### config.mk
export PLATFORM = sky130hd
export DESIGN_NAME = imem_loader_flat
export DESIGN_NICKNAME = d
export VERILOG_FILES = /design/src/rtl/imem_loader_if.sv /design/src/rtl/imem_loader.sv /design/src/flat_wrapper.sv
export SDC_FILE = /design/constraint.sdc
export NUM_CORES = 1
export LEC_CHECK = 0
export ABC_CLOCK_PERIOD_IN_PS = 4500
export CORE_MARGIN = 2
export CORE_UTILIZATION = 35
export CTS_CLUSTER_DIAMETER = 30
export CTS_CLUSTER_SIZE = 12
export DETAILED_ROUTE_END_ITERATION = 16
export PLACE_DENSITY_LB_ADDON = 0.2
export SETUP_SLACK_MARGIN = 0.2
export SLEW_MARGIN = 10
export SYNTH_ARGS = -nofsm -noshare
export SYNTH_HDL_FRONTEND = slang
export SYNTH_SLANG_ARGS = --single-unit
### constraint.sdc
create_clock -name clk -period 4.5 [get_ports clk]
set_input_delay 0.9 -clock clk [delete_from_list [all_inputs] [get_ports clk]]
set_output_delay 0.9 -clock clk [all_outputs]
set_load 0.05 [all_outputs]
### src/rtl/imem_loader_if.sv
// Byte-stream, instruction-memory write and status signals of the boot loader.
// The loader connects through the master modport, the byte source and memory through the slave modport.
interface imem_loader_if #(parameter int ADDR_W = 8);
  logic              start;
  logic              rx_valid;
  logic [7:0]        rx_data;
  logic              rx_ready;
  logic              imem_we;
  logic [ADDR_W-1:0] imem_addr;
  logic [31:0]       imem_wdata;
  logic              cpu_rst_n;
  logic              busy;
  logic              done;
  logic              err;

  modport master (
    input  start, rx_valid, rx_data,
    output rx_ready, imem_we, imem_addr, imem_wdata, cpu_rst_n, busy, done, err
  );

  modport slave (
    output start, rx_valid, rx_data,
    input  rx_ready, imem_we, imem_addr, imem_wdata, cpu_rst_n, busy, done, err
  );
endinterface

### src/rtl/imem_loader.sv
// Boot loader: fills instruction memory from a length-prefixed big-endian byte stream, holding the core in reset until done.
// Defining IMEM_LOADER_CHECKSUM_EN adds a trailing XOR checksum byte that must match the data bytes.
module imem_loader #(
  parameter int ADDR_W = 8
) (
  input logic          clk,
  input logic          rst_n,
  imem_loader_if.master bus
);

  typedef enum logic [2:0] {
    S_IDLE,
    S_LEN_HI,
    S_LEN_LO,
    S_DATA,
`ifdef IMEM_LOADER_CHECKSUM_EN
    S_CHK,
`endif
    S_DONE
  } state_t;

  localparam logic [32:0] CAPACITY = 33'd1 << ADDR_W;

  state_t            state;
  logic [15:0]       len;
  logic [15:0]       len_next;
  logic [15:0]       wcnt;
  logic [23:0]       asm_r;
  logic [1:0]        bcnt;
  logic [ADDR_W-1:0] addr;
  logic              fin;
  logic              accept;
`ifdef IMEM_LOADER_CHECKSUM_EN
  logic [7:0]        csum;
  logic              bad;
`endif

  assign accept   = bus.rx_valid & bus.rx_ready;
  assign len_next = {len[15:8], bus.rx_data};

  // fin marks the cycle after the final accepted byte, so DONE and the core release land after the last write commits
  always_ff @(posedge clk or negedge rst_n) begin
    if (!rst_n) begin
      state          <= S_IDLE;
      len            <= '0;
      wcnt           <= '0;
      asm_r          <= '0;
      bcnt           <= '0;
      addr           <= '0;
      fin            <= 1'b0;
      bus.rx_ready   <= 1'b0;
      bus.imem_we    <= 1'b0;
      bus.imem_addr  <= '0;
      bus.imem_wdata <= '0;
      bus.cpu_rst_n  <= 1'b0;
      bus.busy       <= 1'b0;
      bus.done       <= 1'b0;
      bus.err        <= 1'b0;
`ifdef IMEM_LOADER_CHECKSUM_EN
      csum           <= '0;
      bad            <= 1'b0;
`endif
    end else begin
      bus.imem_we <= 1'b0;
      if (fin) begin
        fin      <= 1'b0;
        state    <= S_DONE;
        bus.busy <= 1'b0;
        bus.done <= 1'b1;
`ifdef IMEM_LOADER_CHECKSUM_EN
        bus.err       <= bad;
        bus.cpu_rst_n <= ~bad;
`else
        bus.cpu_rst_n <= 1'b1;
`endif
      end else begin
        case (state)
          S_IDLE, S_DONE: begin
            if (bus.start) begin
              state         <= S_LEN_HI;
              bus.done      <= 1'b0;
              bus.err       <= 1'b0;
              bus.cpu_rst_n <= 1'b0;
              bus.busy      <= 1'b1;
              bus.rx_ready  <= 1'b1;
              addr          <= '0;
              wcnt          <= '0;
              bcnt          <= '0;
`ifdef IMEM_LOADER_CHECKSUM_EN
              csum          <= '0;
              bad           <= 1'b0;
`endif
            end
          end
          S_LEN_HI: begin
            if (accept) begin
              len[15:8] <= bus.rx_data;
              state     <= S_LEN_LO;
            end
          end
          S_LEN_LO: begin
            if (accept) begin
              len[7:0] <= bus.rx_data;
              if ({17'd0, len_next} > CAPACITY) begin
                state        <= S_IDLE;
                bus.err      <= 1'b1;
                bus.busy     <= 1'b0;
                bus.rx_ready <= 1'b0;
              end else if (len_next == 16'd0) begin
`ifdef IMEM_LOADER_CHECKSUM_EN
                state         <= S_CHK;
`else
                state         <= S_DONE;
                bus.done      <= 1'b1;
                bus.cpu_rst_n <= 1'b1;
                bus.busy      <= 1'b0;
                bus.rx_ready  <= 1'b0;
`endif
              end else begin
                state <= S_DATA;
              end
            end
          end
          S_DATA: begin
            if (accept) begin
`ifdef IMEM_LOADER_CHECKSUM_EN
              csum <= csum ^ bus.rx_data;
`endif
              bcnt <= bcnt + 2'd1;
              if (bcnt == 2'd3) begin
                bus.imem_we    <= 1'b1;
                bus.imem_wdata <= {asm_r, bus.rx_data};
                bus.imem_addr  <= addr;
                addr           <= addr + 1'b1;
                wcnt           <= wcnt + 16'd1;
                if (wcnt == len - 16'd1) begin
`ifdef IMEM_LOADER_CHECKSUM_EN
                  state        <= S_CHK;
`else
                  fin          <= 1'b1;
                  bus.rx_ready <= 1'b0;
`endif
                end
              end else begin
                asm_r <= {asm_r[15:0], bus.rx_data};
              end
            end
          end
`ifdef IMEM_LOADER_CHECKSUM_EN
          S_CHK: begin
            if (accept) begin
              bad          <= (bus.rx_data != csum);
              fin          <= 1'b1;
              bus.rx_ready <= 1'b0;
            end
          end
`endif
          default: state <= S_IDLE;
        endcase
      end
    end
  end

endmodule

### src/flat_wrapper.sv
// flat-port wrapper written by rule: the top's interface ports become plain ports
module imem_loader_flat 
#(
  parameter int ADDR_W = 8
)
  (clk, rst_n, bus_start, bus_rx_valid, bus_rx_data, bus_rx_ready, bus_imem_we, bus_imem_addr, bus_imem_wdata, bus_cpu_rst_n, bus_busy, bus_done, bus_err);
  imem_loader_if #(.ADDR_W(ADDR_W)) bus_i ();
  input logic clk;
  input logic rst_n;
  input wire logic [$bits(bus_i.start)-1:0] bus_start;
  input wire logic [$bits(bus_i.rx_valid)-1:0] bus_rx_valid;
  input wire logic [$bits(bus_i.rx_data)-1:0] bus_rx_data;
  output wire logic [$bits(bus_i.rx_ready)-1:0] bus_rx_ready;
  output wire logic [$bits(bus_i.imem_we)-1:0] bus_imem_we;
  output wire logic [$bits(bus_i.imem_addr)-1:0] bus_imem_addr;
  output wire logic [$bits(bus_i.imem_wdata)-1:0] bus_imem_wdata;
  output wire logic [$bits(bus_i.cpu_rst_n)-1:0] bus_cpu_rst_n;
  output wire logic [$bits(bus_i.busy)-1:0] bus_busy;
  output wire logic [$bits(bus_i.done)-1:0] bus_done;
  output wire logic [$bits(bus_i.err)-1:0] bus_err;
  assign bus_i.start = bus_start;
  assign bus_i.rx_valid = bus_rx_valid;
  assign bus_i.rx_data = bus_rx_data;
  assign bus_rx_ready = bus_i.rx_ready;
  assign bus_imem_we = bus_i.imem_we;
  assign bus_imem_addr = bus_i.imem_addr;
  assign bus_imem_wdata = bus_i.imem_wdata;
  assign bus_cpu_rst_n = bus_i.cpu_rst_n;
  assign bus_busy = bus_i.busy;
  assign bus_done = bus_i.done;
  assign bus_err = bus_i.err;
  imem_loader #(.ADDR_W(ADDR_W)) u_core (.clk(clk), .rst_n(rst_n), .bus(bus_i));
endmodule
==> results of run 1 <==
## registers in the layout, summed over array words and instances, names as in the netlist
name,flops
u_core.state,3
u_core.bus.imem_wdata,32
u_core.fin,1
u_core.bus.cpu_rst_n,1
u_core.bus.rx_ready,1
u_core.len,16
u_core.bus.imem_we,1
u_core.wcnt,16
u_core.bus.err,1
u_core.addr,8
u_core.bus.imem_addr,8
u_core.asm_r,24
u_core.bcnt,2
u_core.bus.busy,1
## cell usage in the layout, fill, tap and decap left out, drive strengths merged, types with 11 or more instances in the layout
cell	n
xor2	25
nor3	13
nand2	145
mux2	39
dfrtp	115
clkbuf	24
clkdlybuf4s50	56
nand4	11
nor2	34
xnor2	16
## worst max-delay path: stages
cell and delay [ns]:
clkdlybuf4s50_1 0.52, nor3b_1 0.37, a41oi_1 0.22, nor4b_2 0.76, nand4_1 0.22, xor2_1 0.18
nor2_1 0.05
## through the flow
stage / area, sq um / hold WS (ns) / total power, mW / worst slack [ns] / std cells
2_1_floorplan: 5220 / 0.4348 / 2.426 / 1.880 / 511
5_1_grt: 6540 / 0.4870 / 4.285 / 1.461 / 768
6_report: 6540 / 0.4599 / 4.059 / 1.575 / 768
3_3_place_gp: 5981 / 0.4534 / 2.784 / 1.203 / 736
3_5_place_dp: 5981 / 0.4504 / 2.811 / 1.179 / 736
4_1_cts: 6540 / 0.4646 / 4.098 / 1.599 / 768
## metal layers
layer | share of wire, % | track usage, % | vias to the layer above
li1 | - | - | 1851
met1 | 46 | 21.82 | 1902
met2 | 46 | 25.17 | 99
met3 | 5.0 | 4.545 | 25
met4 | 2.6 | 7.498 | 0
met5 | 0 | 0 | -
## cell usage after synthesis (2+ instances only)
cell type and instances:
or4_1 4, nor3_1 12, nor2b_1 4, inv_1 5, nor3b_1 2, a2111o_1 2
dfrtp_1 115, nand3b_1 2, o21ai_0 8, a21oi_1 9, buf_2 4, nor4_1 5
nor4_2 3, ha_1 4, mux2_2 39, a21o_1 3, clkbuf_1 18, and3_1 4
xor2_1 25, mux2i_1 2, nor4b_1 2, nand4_1 11, nand3_1 10, nand2_1 145
xnor2_1 16, nor2_1 34
## worst min-delay path by stage
| stage | start | endpoint | slack [ns] | depth (start not counted) |
|---|---|---|---|---|
| after floorplan | u_core.asm_r[16] | u_core.bus.imem_wdata[24] | 0.43 | 2 |
| after CTS | u_core.asm_r[23] | u_core.bus.imem_wdata[31] | 0.46 | 2 |
| after global routing | u_core.asm_r[21] | u_core.bus.imem_wdata[29] | 0.49 | 2 |
| final | u_core.asm_r[23] | u_core.bus.imem_wdata[31] | 0.46 | 2 |
| after global placement | u_core.asm_r[19] | u_core.bus.imem_wdata[27] | 0.45 | 2 |
| after detailed placement | u_core.asm_r[23] | u_core.bus.imem_wdata[31] | 0.45 | 2 |
## final cells by class
type,count,share of cell area [%]
flip-flops and latches,115,44.00
multi-input cells,367,34.09
repair buffers,64,9.489
clock buffers,24,7.366
well taps,184,3.520
clock inverters,8,1.186
inverters,6,0.3444
## power groups by stage
stage | logic (mW) | registers (mW) | clock network [mW]
after floorplan | 0.710 | 1.72 | 0
after global placement | 1.16 | 1.62 | 0
after detailed placement | 1.18 | 1.63 | 0
after CTS | 1.19 | 1.62 | 1.29
after global routing | 1.28 | 1.66 | 1.34
final | 1.18 | 1.62 | 1.27
## cell families after synthesis
| group | count (synthesis) |
|---|---|
| DFF | 115 |
| AOI/OAI and AO/OA | 35 |
| buffers and inverters | 29 |
| xor gates and xnor gates | 41 |
| adders and majority gates | 4 |
| muxes | 41 |
| and+or+nand+nor | 246 |
==> impl_metrics.ini, run 1 <==
[status]
status = finished clean

[pwr]
leakage_nw = 3.016
p_clk_share_pct = 31.2
power.internal_mw = 2.630
vdd.ir_drop.worst_v = 0.0002994
power.switching_mw = 1.429
seqPwrFrac_pct = 39.8
switching_share_pct = 35.20
power_density_mw_per_mm2 = 620.6
combinational_power_share_pct = 29.0

[logic_synthesis]
yosys_register_bits = 115
ys_async_sr_fraction_pct = 100.0
synth_area_in_simple_gates_pct = 21.48
ys_seq_area_share_pct = 55.13
synthCells = 511
post_synthesis_instance_area_sq_mm = 0.005220
post-synth-top-area-cell = dfrtp_1
ys_warn_count = 0
proportion_of_netlist_area_held_by_the_largest_area_contributor_pct = 55.13
dominantRegCellSynth = dfrtp_1
number_of_enable_flip_flop_cells_after_synthesis = 0
synth-compound-area-share_pct = 4.506
post_synth_fa_ha_maj_area_fraction_pct = 0.9588
number_of_unique_standard_cell_types_used_by_synthesis = 49
ys_top_cells_by_area = dfrtp_1 55%, nand2_1 10%, mux2_2 8.4%
main_combinational_cell_family_by_area_after_synthesis = simple AND/OR/NAND/NOR gates
share_of_synthesized_area_spent_on_multiplexers_pct = 8.797
syn_nets = 527
synth_xor_area_share_pct = 6.879
avgSynthCellArea_sq_um = 10.22

[timing]
setup-tns-final_ns = 0
layout_min_cycle_time_ns = 2.925
report.final.slew_viol_count = 0
rsz0062_at_grt = no
slew_headroom_pct = 34.77
max_clock_freq_mhz = 341.9
post-route-period-util_pct = 65.00
report.final.setup_viol = 0
report.final.hold_viol_count = 0
pin_slew_with_the_least_headroom_to_its_limit_ns = 0.9784
finalClockSkew_ns = 0.004949

[placed_design]
place.gp.congestion = 0.8681
io_buffer_count = 57
dp_hpwl_microns = 8490

[grt]
grt_max_degree = 77
initial_antenna_violation_count = 0
grt_use_total_pct = 16.45
overflow = 0
vias_in_the_first_global_route = 3886
grt_pass1_wl_microns = 20360

[cts]
post_cts_hold_buffer_count = 0
cts_num_sinks = 115
cts.root.buffer_cell = clkbuf_16
insertion_delay_ns = 0.42
postCtsSetupRepairBufs = 0
clk_pin_slew_ns = 0.05
tritoncts.num_buffers = 17
cts_tree = done
cts_resized = 0
clock_path_buffers = 2
maximum_level_of_the_cts_h_tree = 4

[worst_setup_path]
start_to_end_type_of_the_worst_setup_path = input pin to register
timing.critical_path.arrival_ns = 3.22
r2r_depth = 8
reg2reg_setup_slack_ns = 1.86
timing.critical_path.from = bus_start
critical_path.startpoint_type = input pin
reg2reg_from = u_core.len[0]
worstReg2RegEnd = u_core.bus.rx_ready
timing.critical_path.required_ns = 4.80
crit_path_end = u_core.wcnt[15]
crit_path_end_kind = register
cp_max_fo = 7

[drt]
dr.first_iter.drc_count = 194
via_per_inst = 5.048
first_pass_iteration_count_of_the_detailed_router = 4
postRouteWirelength_microns = 12270
vias = 3877
drcViolationCount = 0
wl_per_cell_microns = 15.98
post_route_antenna_net_violation_count = 0

[cells_and_area]
share_of_cells_above_drive_strength_1_pct = 14.04
n_fill_cell = 1401
n_antenna_cell = 0
multiInputGateArea_sq_mm = 0.002230
final_util_pct = 45.00
register_area_sq_mm = 0.002878
final_net_count = 587
area.growth.synth_to_final_pct = 25.29

[die]
fp.dieArea_sq_mm = 0.01591
pin_count = 58
core_area_sq_mm = 0.01453
chipHeight_microns = 126.1
dieWidth_microns = 126.1
floorplan.initialDensity_pct = 35.92
placement_rows = 44

[worst_hold_path]
hold_class = register to register

[flow_run]
drv.max_cap_violation_count = 0
(Power assumes the default switching activity.)
==> run 2, diff against run 1 <==
Settings changed: ABC_CLOCK_PERIOD_IN_PS 4500 to 2550.
Clock period 4.5 ns to 2.55 ns, I/O delays scaled along.
==> run 2 against run 1 <==
Net effect: die area unchanged; combinational power grew 110%; global-route usage decreased by 0.21 points; worst hold slack better by 0.011 ns; clock power rose by 91%; wire length down 1.6%; final cell count rose by 3.9%; register-to-register slack worse by 1.6 ns; critical path type is now register to register; flip-flop and latch count stayed put; largest power group unchanged; via count up 2.3%; largest cell class unchanged.
==> impl_metrics.ini, run 2 (synthesis results as in run 1) <==
[status]
status = finished clean

[worst_hold_path]
hold_class = input pin to register
whs_path_depth = 3

[timing]
pin_slew_with_the_least_headroom_to_its_limit_ns = 0.6202
report.final.hold_viol_count = 0
setup_ws_ns = 0.2147
slew_headroom_pct = 58.65
report.final.slew_viol_count = 0
report.final.setup_viol = 0
finalClockSkew_ns = 0.006494
max_clock_freq_mhz = 428.2
post-route-period-util_pct = 91.58
finalHoldWorstSlack_ns = 0.4704
rsz0062_at_grt = yes
layout_min_cycle_time_ns = 2.335

[pwr]
power.switching_mw = 2.570
vdd.ir_drop.worst_v = 0.0005799
seqPwrFrac_pct = 35.9
power.internal_mw = 5.053
power_density_mw_per_mm2 = 1096
leakage_nw = 3.247
combinational_power_share_pct = 32.1
p_clk_share_pct = 31.9
switching_share_pct = 33.72

[cells_and_area]
largest_registers = u_core.bus.imem_wdata (32), u_core.asm_r (24)
n_antenna_cell = 0
area.growth.synth_to_final_pct = 33.29
mostFrequentLayoutCells = 145 x nand2_1, 115 x dfrtp_1, 55 x clkdlybuf4s50_1
final_util_pct = 47.87
final_common_cell = nand2_1
registers.top_by_ff_count = u_core.bus.imem_wdata
largest_register_ffs = 32
share_of_cells_above_drive_strength_1_pct = 20.03
final_net_count = 618
finalInstanceArea_sq_mm = 0.006958

[die]
pin_count = 58
floorplan.initialDensity_pct = 35.92
chipHeight_microns = 126.1
dieWidth_microns = 126.1
fp.dieArea_sq_mm = 0.01591
core_area_sq_mm = 0.01453
placement_rows = 44

[placed_design]
place_ws_ns = -0.3201
dp_hpwl_microns = 8485
place.gp.congestion = 0.8533
io_buffer_count = 57
placement.cell_area_sq_mm = 0.006236

[worst_setup_path]
cp_max_fo = 7
r2r_depth = 6
slowest_delay_ns = 0.63
crit_path_end_kind = register
timing.critical_path.arrival_ns = 2.63
timing.critical_path.required_ns = 2.85
highest_delay_cell_along_the_critical_path = or4_4
crit_path_cell_trace = or4_4, o31a_1, nor3_2, o21bai_1, a2111o_1, a31o_1
start_to_end_type_of_the_worst_setup_path = register to register
critical_path.startpoint_type = register

[grt]
grt_max_degree = 70
vias_in_the_first_global_route = 4010
grt_use_total_pct = 16.24
initial_antenna_violation_count = 0
overflow = 0
grt_pass1_wl_microns = 20620

[flow_run]
drv.max_cap_violation_count = 0

[drt]
via_per_inst = 4.969
wl_per_cell_microns = 15.14
postRouteWirelength_microns = 12080
dr.first_iter.drc_count = 206
first_pass_iteration_count_of_the_detailed_router = 4
drcViolationCount = 0
post_route_antenna_net_violation_count = 0
vias = 3965

[cts]
cts.root.buffer_cell = clkbuf_16
maximum_level_of_the_cts_h_tree = 4
clk_pin_slew_ns = 0.05
clock_path_buffers = 2
cts_num_sinks = 115
insertion_delay_ns = 0.41
tritoncts.num_buffers = 17
cts_tree = done
==> run 2: worst max-delay path, delay by kind of cell, from the launching register on <==
family           cells  cell delay [ns]
AO/OA/AOI/OAI        4             1.08
flip-flops           1             0.37
AND/OR/NAND/NOR      2             0.77
==> run 2: final timing paths <==
path,startpoint,end,slack [ns]
min in group asynchronous,rst_n,u_core.bus.imem_addr[5],0.52
worst max-delay path,u_core.len[4],u_core.bus.rx_ready,0.21
worst max register to register,u_core.len[4],u_core.bus.rx_ready,0.21
worst min-delay path,bus_rx_data[3],u_core.bus.imem_wdata[3],0.47
max in group asynchronous,rst_n,u_core.state[0],1.34
worst min register to register,u_core.bus.imem_wdata[12],u_core.bus.imem_wdata[12],0.47
==> run 2: cell type report <==
type / instances / area (sq um)
Sequential cell: 115 / 2878
Fill cell: 1396 / 7576
Clock inverter: 8 / 125.1
Tap cell: 184 / 230.2
Clock buffer: 23 / 488.0
Inverter: 6 / 22.52
Multi-Input combinational cell: 367 / 2318
Timing Repair Buffer: 95 / 895.9
==> run 2: power groups by stage <==
stage               registers [mW]  clock network (mW)  logic [mW]
floorplan                     3.03                   0        1.25
finish                        2.74                2.43        2.45
CTS                           2.74                2.49        2.42
detailed placement            2.75                   0        2.35
global route                  2.82                2.58        2.65
global placement              2.73                   0        2.31
==> run 2: repair_timing <==
item / in CTS / in global routing
endpoints found under the setup margin: 3 / 3
endpoints found under the hold margin: 14 / 0
resized for setup: 11 / 5
pin swaps: 2 / 4
hold buffers: 1 / 0
setup buffers: 1 / 0
==> run 2: per-stage QoR <==
step / setup TNS, ns / instances / power (mW)
finish: 0 / 798 / 7.624
global route: 0 / 798 / 8.051
CTS: 0 / 798 / 7.646
detailed placement: -0.7323 / 765 / 5.104
global placement: -0.5719 / 765 / 5.046
floorplan: 0 / 511 / 4.281
==> run 2: layer usage <==
metal | GRT usage (%) | share of wire, % | vias to the layer above
li1 | - | - | 1914
met4 | 6.787 | 1.7 | 0
met3 | 4.078 | 3.5 | 18
met5 | 0 | 0 | -
met1 | 22.03 | 48 | 1955
met2 | 24.89 | 47 | 78
==> run 3, diff against run 2 <==
Settings changed: CORE_UTILIZATION 35 to 40, GPL_ROUTABILITY_DRIVEN from default to 0.
==> run 3 against run 2 <==
Net effect: combinational power hardly changed; critical path depth stayed put; final area is 0.52% lower; first-iteration DRC count is 2.4% higher; critical path type unchanged.
==> impl_metrics.ini, run 3 (synthesis results as in run 1) <==
[timing]
post-route-period-util_pct = 93.41
max_clock_freq_mhz = 419.8
setup_ws_ns = 0.1681
slew_headroom_pct = 49.03
finalClockSkew_ns = 0.007110
pin_slew_with_the_least_headroom_to_its_limit_ns = 0.7546
report.final.setup_viol = 0
report.final.slew_viol_count = 0
layout_min_cycle_time_ns = 2.382
rsz0062_at_grt = yes
report.final.hold_viol_count = 0

[die]
core_area_sq_mm = 0.01267
floorplan.initialDensity_pct = 41.20
pin_count = 58
placement_rows = 41
dieWidth_microns = 118.2
chipHeight_microns = 118.2
fp.dieArea_sq_mm = 0.01398

[placed_design]
placed_cells = 751
dp_hpwl_microns = 8458
io_buffer_count = 57
place_ws_ns = -0.2064

[cells_and_area]
final_common_cell = nand2_1
largest_register_ffs = 32
largest_registers = u_core.bus.imem_wdata (32), u_core.asm_r (24)
n_fill_cell = 1133
layoutNonFillerInstCount = 786
share_of_cells_above_drive_strength_1_pct = 20.20
final_net_count = 618
mostFrequentLayoutCells = 145 x nand2_1, 115 x dfrtp_1, 56 x clkdlybuf4s50_1
n_antenna_cell = 0
registers.top_by_ff_count = u_core.bus.imem_wdata
area.growth.synth_to_final_pct = 32.60

[status]
status = finished clean

[grt]
vias_in_the_first_global_route = 4043
overflow = 0
initial_antenna_violation_count = 0
grt_max_degree = 42
grt_use_total_pct = 18.96
grt_pass1_wl_microns = 20820

[worst_setup_path]
highest_delay_cell_along_the_critical_path = or4_4
timing.critical_path.arrival_ns = 2.68
slowest_delay_ns = 0.62
crit_path_end = u_core.bus.rx_ready
worstReg2RegEnd = u_core.bus.rx_ready
reg2reg_setup_slack_ns = 0.17
crit_path_cell_trace = or4_4, buf_6, nor4b_4, o221ai_1, a2111o_1, a31o_1
timing.critical_path.required_ns = 2.84
critical_path.startpoint_type = register
crit_path_end_kind = register
start_to_end_type_of_the_worst_setup_path = register to register
r2r_depth = 6
reg2reg_from = u_core.len[1]
cp_max_fo = 7
timing.critical_path.from = u_core.len[1]

[pwr]
leakage_nw = 3.234
power_density_mw_per_mm2 = 1095
vdd.ir_drop.worst_v = 0.0006537

[cts]
cts_num_sinks = 115
insertion_delay_ns = 0.41
cts_tree = done
post_cts_hold_buffer_count = 0
maximum_level_of_the_cts_h_tree = 4
clk_pin_slew_ns = 0.05
cts.root.buffer_cell = clkbuf_16
tritoncts.num_buffers = 17
clock_path_buffers = 2

[drt]
vias = 3969
post_route_antenna_net_violation_count = 0
postRouteWirelength_microns = 12270
via_per_inst = 5.050
drcViolationCount = 0
first_pass_iteration_count_of_the_detailed_router = 4
wl_per_cell_microns = 15.61
dr.first_iter.drc_count = 211

[flow_run]
drv.max_cap_violation_count = 0

[worst_hold_path]
hold_class = input pin to async pin
-- run 3: cell types whose count changed in the layout (fill, tap and decap cells not counted), moves of 2 or more --
cell / change
clkbuf_8: -2
nor3_1: +2
nor3_2: -2
nor4_2: +2
-- run 3: through the flow --
stage          hold slack, ns  power [mW]  cell area (sq um)  TNS (ns)  util (%)
2_1_floorplan          0.2144       4.281               5220         0         -
3_3_place_gp           0.4601       5.016               6206   -0.1975     48.98
3_5_place_dp           0.4529       5.076               6206   -0.5480     48.98
4_1_cts               0.07261       7.609               6889         0     54.37
5_1_grt               0.09884       7.993               6922         0     54.63
6_report              0.06883       7.580               6922         0     54.63
-- run 3: worst min-delay path by stage --
stage                                 from                         to  slack [ns]  depth (start not counted)
after floorplan                      rst_n             u_core.addr[0]        0.21                          0
after global placement    u_core.asm_r[22]  u_core.bus.imem_wdata[30]        0.46                          2
after detailed placement  u_core.asm_r[22]  u_core.bus.imem_wdata[30]        0.45                          2
after CTS                            rst_n             u_core.addr[7]        0.07                          1
after global routing                 rst_n    u_core.bus.imem_addr[7]         0.1                          1
final                                rst_n    u_core.bus.imem_addr[7]        0.07                          1
-- run 3: power breakdown --
| part | switching, mW | total, mW | internal (mW) |
|---|---|---|---|
| combinational | 1.34 | 2.46 | 1.12 |
| sequential | 0.440 | 2.75 | 2.31 |
| clock | 0.795 | 2.37 | 1.58 |
-- run 3: area by class of cell --
type                       instances  area (sq um)  share of cell area, %
clock buffer                      22         464.2                  6.706
clock inverter                     9         130.1                  1.880
inverter                           6         22.52                 0.3254
multi-input combinational        367          2317                  33.48
sequential                       115          2878                  41.58
tap                              172         215.2                  3.109
timing repair buffer              95         894.6                  12.92
-- run 3: worst max-delay path, delay by kind of cell (launching register included) --
family,cells,cell delay (ns)
simple gates,2,0.88
compound gates,3,0.81
flops,1,0.41
buf+inv,1,0.17
-- run 3: what timing repair did --
item | CTS | global route
endpoints found under the setup margin | 2 | 3
pin swaps | 6 | 7
gates cloned | 0 | 0
setup buffers | 2 | 2
gates resized for setup | 13 | 3
-- run 3: routing by layer --
layer  global-route usage [%]  vias to the layer above  share of wire [%]
met5                        0                        -                  0
met4                    7.304                        0                2.0
met3                    4.344                       22                3.4
met2                    30.27                       84                 48
met1                    25.07                     1948                 47
li1                         -                     1915                  -
